## src/rtl/segdisp_scan_pkg.sv

```systemverilog
// Shared constants for the multiplexed 7-segment scanner: register offsets,
// CTRL bit positions and the hex glyph table (active-high, bits 6:0 = g..a).
package segdisp_scan_pkg;

  // Offsets of DP mask and CTRL, counted from the first address after the data bytes
  localparam int unsigned DP_OFS   = 0;
  localparam int unsigned CTRL_OFS = 1;

  localparam int unsigned CTRL_EN_BIT  = 0;
  localparam int unsigned CTRL_LZS_BIT = 1;

  typedef struct packed {
    logic lzs;
    logic en;
  } ctrl_t;

  localparam logic [6:0] HEX_GLYPH [16] = '{
    7'h3F, 7'h06, 7'h5B, 7'h4F, 7'h66, 7'h6D, 7'h7D, 7'h07,
    7'h7F, 7'h6F, 7'h77, 7'h7C, 7'h39, 7'h5E, 7'h79, 7'h71
  };

  function automatic logic [7:0] ctrl_pack(input ctrl_t c);
    logic [7:0] r;
    r               = '0;
    r[CTRL_EN_BIT]  = c.en;
    r[CTRL_LZS_BIT] = c.lzs;
    return r;
  endfunction

endpackage

```

## src/rtl/segdisp_scan_if.sv

```systemverilog
// Register bus of the display scanner: chip select, write strobe, address,
// write data and combinational read data.
interface segdisp_scan_if;
  logic       cs;
  logic       we;
  logic [3:0] addr;
  logic [7:0] wdata;
  logic [7:0] rdata;

  modport master (output cs, we, addr, wdata, input rdata);
  modport slave  (input cs, we, addr, wdata, output rdata);
endinterface

```

## src/rtl/segdisp_scan_seg7_hexdec.sv

```systemverilog
// Hex nibble to active-high 7-segment pattern (bits 6:0 = g..a).
module seg7_hexdec
  import segdisp_scan_pkg::*;
(
  input  logic [3:0] hex,
  output logic [6:0] seg
);

  always_comb begin
    seg = HEX_GLYPH[hex];
  end

endmodule

```

## src/rtl/segdisp_scan.sv

```systemverilog
// Multiplexed 7-segment display scanner with register bank, blanking gap,
// leading-zero suppression and configurable output polarities.
module segdisp_scan
  import segdisp_scan_pkg::*;
#(
  parameter int DIGITS      = 4,
  parameter int DIV         = 2048,
  parameter int BLANK       = 2,
  parameter bit SEG_ACT_LOW = 1'b1,
  parameter bit DIG_ACT_LOW = 1'b0
) (
  input  logic               clk,
  input  logic               rst,
  segdisp_scan_if.slave      bus,
  output logic [7:0]         seg,
  output logic [DIGITS-1:0]  dig,
  output logic               frame
);

  localparam int NBYTES = DIGITS / 2;
  localparam int SLOT_W = $clog2(DIGITS);
  localparam int CNT_W  = $clog2(DIV);

  localparam logic [CNT_W-1:0]  CNT_LAST  = CNT_W'(DIV - 1);
  localparam logic [CNT_W-1:0]  BLANK_C   = CNT_W'(BLANK);
  localparam logic [SLOT_W-1:0] SLOT_LAST = SLOT_W'(DIGITS - 1);
  localparam logic [3:0]        ADDR_DP   = 4'(NBYTES + DP_OFS);
  localparam logic [3:0]        ADDR_CTRL = 4'(NBYTES + CTRL_OFS);
  localparam logic [7:0]        SEG_DARK  = {8{SEG_ACT_LOW}};
  localparam logic [DIGITS-1:0] DIG_IDLE  = {DIGITS{DIG_ACT_LOW}};

  logic [4*DIGITS-1:0] nib_q;
  logic [DIGITS-1:0]   dp_q;
  ctrl_t               ctrl_q;
  logic [CNT_W-1:0]    cnt_q;
  logic [SLOT_W-1:0]   slot_q;
  logic                frame_q;
  logic [7:0]          seg_q;
  logic [DIGITS-1:0]   dig_q;

  logic                wr_en;
  logic [3:0]          sel_nib;
  logic                sel_dp;
  logic                suppress;
  logic [6:0]          glyph;
  logic [7:0]          seg_lit;
  logic [DIGITS-1:0]   dig_lit;
  logic [7:0]          rd;

  assign wr_en = bus.cs & bus.we;

  // Register bank
  always_ff @(posedge clk) begin
    if (!rst) begin
      nib_q  <= '0;
      dp_q   <= '0;
      ctrl_q <= '{lzs: 1'b0, en: 1'b1};
    end else if (wr_en) begin
      for (int unsigned k = 0; k < NBYTES; k++) begin
        if (bus.addr == 4'(k)) nib_q[8*k +: 8] <= bus.wdata;
      end
      if (bus.addr == ADDR_DP) dp_q <= bus.wdata[DIGITS-1:0];
      if (bus.addr == ADDR_CTRL) begin
        ctrl_q.en  <= bus.wdata[CTRL_EN_BIT];
        ctrl_q.lzs <= bus.wdata[CTRL_LZS_BIT];
      end
    end
  end

  // Prescaler and slot index; frame marks the first clk of slot 0
  always_ff @(posedge clk) begin
    if (!rst) begin
      cnt_q   <= '0;
      slot_q  <= '0;
      frame_q <= 1'b0;
    end else begin
      frame_q <= 1'b0;
      if (cnt_q == CNT_LAST) begin
        cnt_q <= '0;
        if (slot_q == SLOT_LAST) begin
          slot_q  <= '0;
          frame_q <= 1'b1;
        end else begin
          slot_q <= slot_q + 1'b1;
        end
      end else begin
        cnt_q <= cnt_q + 1'b1;
      end
    end
  end

  // Current slot's nibble, DP bit and leading-zero status
  always_comb begin
    sel_nib  = '0;
    sel_dp   = 1'b0;
    suppress = 1'b0;
    for (int unsigned i = 0; i < DIGITS; i++) begin
      if (slot_q == SLOT_W'(i)) begin
        sel_nib = nib_q[4*i +: 4];
        sel_dp  = dp_q[i];
      end
    end
    if (ctrl_q.lzs && slot_q != '0) begin
      suppress = 1'b1;
      for (int unsigned j = 0; j < DIGITS; j++) begin
        if (j >= 32'(slot_q) && nib_q[4*j +: 4] != 4'h0) suppress = 1'b0;
      end
    end
  end

  seg7_hexdec u_hexdec (
    .hex (sel_nib),
    .seg (glyph)
  );

  always_comb begin
    seg_lit = '0;
    dig_lit = '0;
    if (ctrl_q.en) begin
      seg_lit = {sel_dp, suppress ? 7'h00 : glyph};
      for (int unsigned i = 0; i < DIGITS; i++) begin
        dig_lit[i] = (cnt_q >= BLANK_C) && (slot_q == SLOT_W'(i));
      end
    end
  end

  // Polarity is applied by XOR with the idle pattern, so reset drives idle directly
  always_ff @(posedge clk) begin
    if (!rst) begin
      seg_q <= SEG_DARK;
      dig_q <= DIG_IDLE;
    end else begin
      seg_q <= seg_lit ^ SEG_DARK;
      dig_q <= dig_lit ^ DIG_IDLE;
    end
  end

  always_comb begin
    rd = '0;
    for (int unsigned k = 0; k < NBYTES; k++) begin
      if (bus.addr == 4'(k)) rd = nib_q[8*k +: 8];
    end
    if (bus.addr == ADDR_DP)   rd = 8'(dp_q);
    if (bus.addr == ADDR_CTRL) rd = ctrl_pack(ctrl_q);
  end

  assign bus.rdata = rd;
  assign seg       = seg_q;
  assign dig       = dig_q;
  assign frame     = frame_q;

endmodule

```

## src/flat_wrapper.sv

```systemverilog
// flat-port wrapper written by rule: the top's interface ports become plain ports
module segdisp_scan_flat import segdisp_scan_pkg::*;
#(
  parameter int DIGITS      = 4,
  parameter int DIV         = 2048,
  parameter int BLANK       = 2,
  parameter bit SEG_ACT_LOW = 1'b1,
  parameter bit DIG_ACT_LOW = 1'b0
)
  (clk, rst, seg, dig, frame, bus_cs, bus_we, bus_addr, bus_wdata, bus_rdata);
  segdisp_scan_if bus_i ();
  input  logic clk;
  input  logic rst;
  output logic [7:0] seg;
  output logic [DIGITS-1:0] dig;
  output logic frame;
  input wire logic [$bits(bus_i.cs)-1:0] bus_cs;
  input wire logic [$bits(bus_i.we)-1:0] bus_we;
  input wire logic [$bits(bus_i.addr)-1:0] bus_addr;
  input wire logic [$bits(bus_i.wdata)-1:0] bus_wdata;
  output wire logic [$bits(bus_i.rdata)-1:0] bus_rdata;
  assign bus_i.cs = bus_cs;
  assign bus_i.we = bus_we;
  assign bus_i.addr = bus_addr;
  assign bus_i.wdata = bus_wdata;
  assign bus_rdata = bus_i.rdata;
  segdisp_scan #(.DIGITS(DIGITS), .DIV(DIV), .BLANK(BLANK), .SEG_ACT_LOW(SEG_ACT_LOW), .DIG_ACT_LOW(DIG_ACT_LOW)) u_core (.clk(clk), .rst(rst), .bus(bus_i), .seg(seg), .dig(dig), .frame(frame));
endmodule
```

## config.mk

```make
export PLATFORM = sky130hd
export DESIGN_NAME = segdisp_scan_flat
export DESIGN_NICKNAME = d
export VERILOG_FILES = /design/src/rtl/segdisp_scan_pkg.sv /design/src/rtl/segdisp_scan_if.sv /design/src/rtl/segdisp_scan_seg7_hexdec.sv /design/src/rtl/segdisp_scan.sv /design/src/flat_wrapper.sv
export SDC_FILE = /design/constraint.sdc
export NUM_CORES = 1
export LEC_CHECK = 0
export ABC_AREA = 1
export CORE_MARGIN = 10
export CORE_UTILIZATION = 45
export DETAILED_ROUTE_END_ITERATION = 8
export GPL_TIMING_DRIVEN = 0
export PLACE_DENSITY = 0.68
export SLEW_MARGIN = 20
export SYNTH_ARGS = -nofsm -noshare
export SYNTH_HDL_FRONTEND = slang
export SYNTH_SLANG_ARGS = --single-unit
export TNS_END_PERCENT = 100
```

## constraint.sdc

```tcl
create_clock -name clk -period 4.1 [get_ports clk]
set_input_delay 0.82 -clock clk [delete_from_list [all_inputs] [get_ports clk]]
set_output_delay 0.82 -clock clk [all_outputs]
set_load 0.02 [all_outputs]
```

==> out/metrics.yaml <==
status: "completed"
cp_slowest_stage_delay_ps: 640
postCtsHoldBufs: 0
cp.depth: 7
grt_start_max_net_pins: 15
place_area_um2: 2910
async_flop_share: 0
coreArea_um2: 5200
finalNetCount: 417
min_period_ps: 3480
cts.sinks: 48
cellLeakagePower_uw: 0.00120
worstSetupPathType: "in2out"
drv_slew: 0
insertion_delay_ps: 310
endpoint_kind: "output port"
finalSetupTns_ps: 0
tightestPinTransition_ps: 480
synth_cell_types: 31
final_common_cell: "nand2_1"
gr-total-overflow: 0
rr_worst_depth: 13
layout_common_cells: "nand2_1 (68), inv_1 (48), dfxtp_1 (48), clkdlybuf4s50_1 (36), nand3_1 (35)"
syn_to_final_growth_pct: 22.5
cts_resized: 0
hold_depth: 1
dieArea_um2: 8840
synth.area.top_cells: "dfxtp_1 (39%), nand2_1 (10%), inv_1 (7.3%)"
drv_cap: 0
drtPass1Iterations: 4
vias_per_cell: 4.94
ios: 37
hpwl_um: 4660
rrSetupSlack_ps: 2030
path_delay_family: "buffers and inverters"
die_w_um: 94.0
clk_pin_slew_ps: 90
setup_viol: 0
drt_wl_total_um: 5870
syn_avg_cell_area_um2: 7.14
cp.arrival_ps: 2660
layout-drive-gt1-share: 0.0951
synth_seq_cells: 48
grt_pass1_vias: 2104
htree_levels: 2
yosys.area.top_type: "dfxtp_1"
hp-class: "reg2reg"
crit_chain: "clkdlybuf4s50_1 -> nor2_1 -> nand2_1 -> nor2_4 -> inv_1 -> o2111ai_1 -> clkdlybuf4s50_1"
cts_buffer_depth: 2
drc: 0
grt_setup_unrepaired: "no"
numCtsBuffers: 5
ys_seq_area_frac: 0.390
period_share: 0.849
post_cts_buffers: 0
num_rows: 26
place_congestion: 0.904
port_buffers: 36
cp_num_buf_inv: 3
vias: 2269
drt_iter0_drc: 150
startpoint_type: "input port"
synthFlopType: "dfxtp_1"
synth_area_um2: 2460
syn_nets: 374
synth_top_area_frac: 0.390
die_h_um: 94.0
worst-path-max-fanout: 8
ir_worst_vdd_uv: 226
hold_viol_final: 0
crit_required_ps: 3280
fin_area_um2: 3020
power_density_nw_per_um2: 301
synth_edf_count: 0
antenna_left: 0
grt_antenna_before_repair: 0
ys_warn_count: 0
slowest_stage: "clkdlybuf4s50_1"
relSlewSlack: 0.679
fmax_mhz: 287
syn_inst: 345
start_util: 0.474
cts_tree: "built"
fin_skew_ps: 11.4
wire_per_inst_um: 12.8
diodes: 0
critPathMostFrequentCell: "clkdlybuf4s50_1"
grtUsageTotal: 0.141
grt_pass1_wl_um: 10100
cts-root-buf: "clkbuf_8"
-- sequential cells by signal, summed over array words and instances, names as in the netlist --
signal and cells:
u_core.cnt_q 11, u_core.dp_q 4, u_core.ctrl_q 2, u_core.seg 8, u_core.nib_q 16, u_core.dig 4
u_core.frame 1, u_core.slot_q 2
-- kinds of logic (layout without fill, tap and decap cells) --
logic type      Yosys count  after routing  synth area share
flops                    48             48             0.390
simple gates            162            162             0.303
compound gates           61             61             0.136
buf+inv                  57            101            0.0919
fa+ha+maj                13             13            0.0660
xor+xnor                  4              4            0.0142
-- where the power goes --
part / internal, µW / switching (µW)
Clock: 181 / 159
Combinational: 39.5 / 47.7
Sequential: 476 / 6.25
Total: 697 / 213
-- synth_stat cells, types with 3 or more instances --
cell type	count
nand2_1	68
dfxtp_1	48
inv_1	48
nand3_1	35
a21oi_1	29
nor2_1	29
o21ai_0	19
ha_1	13
nor2_2	9
nand2_2	6
nor3_1	5
buf_2	4
nor2_4	3
o22ai_1	3
xor2_1	3
-- area by class of cell --
class / count / area (µm²)
Buffer: 7 / 38.8
Clock buffer: 6 / 72.6
Clock inverter: 2 / 35.0
Fill cell: 502 / 2180
Inverter: 50 / 188
Multi-Input combinational cell: 240 / 1280
Sequential cell: 48 / 961
Tap cell: 70 / 87.6
Timing Repair Buffer: 36 / 360
-- through the flow --
step           setup slack, ps  cells  hold WS, ps  utilization  total power (µW)
2_1_floorplan             1560    345          439            -               539
3_3_place_gp               632    451          458        0.560               580
5_1_grt                    471    459          494        0.580               946
4_1_cts                    623    459          481        0.580               919
3_5_place_dp               625    451          458        0.560               581
6_report                   621    459          476        0.580               910
-- path summary, 6_finish.rpt --
check | from | to
setup / recovery | bus_addr[3] | bus_rdata[1]
hold / removal | u_core.cnt_q[0] | u_core.cnt_q[0]
setup reg to reg | u_core.slot_q[1] | u_core.seg[1]
hold reg to reg | u_core.cnt_q[0] | u_core.cnt_q[0]
-- worst register-to-register path: stages, from the launching register on --
cell	delay, ps
dfxtp_1	440
inv_1	100
ha_1	280
inv_2	160
nand3_1	80
nand2_1	70
nand2_1	50
nand2_1	120
inv_1	120
ha_1	290
nand2_1	90
nor2_1	40
nor2_1	80
nand2_1	50
-- layer usage --
layer | track usage | vias to the layer above | share of wire
met5 | 0 | - | 0
met4 | 0.0456 | 0 | 0.012
met3 | 0.0400 | 5 | 0.064
met2 | 0.217 | 50 | 0.44
met1 | 0.185 | 1018 | 0.48
li1 | - | 1196 | -
Note: power is estimated with default switching activity, not from simulation.
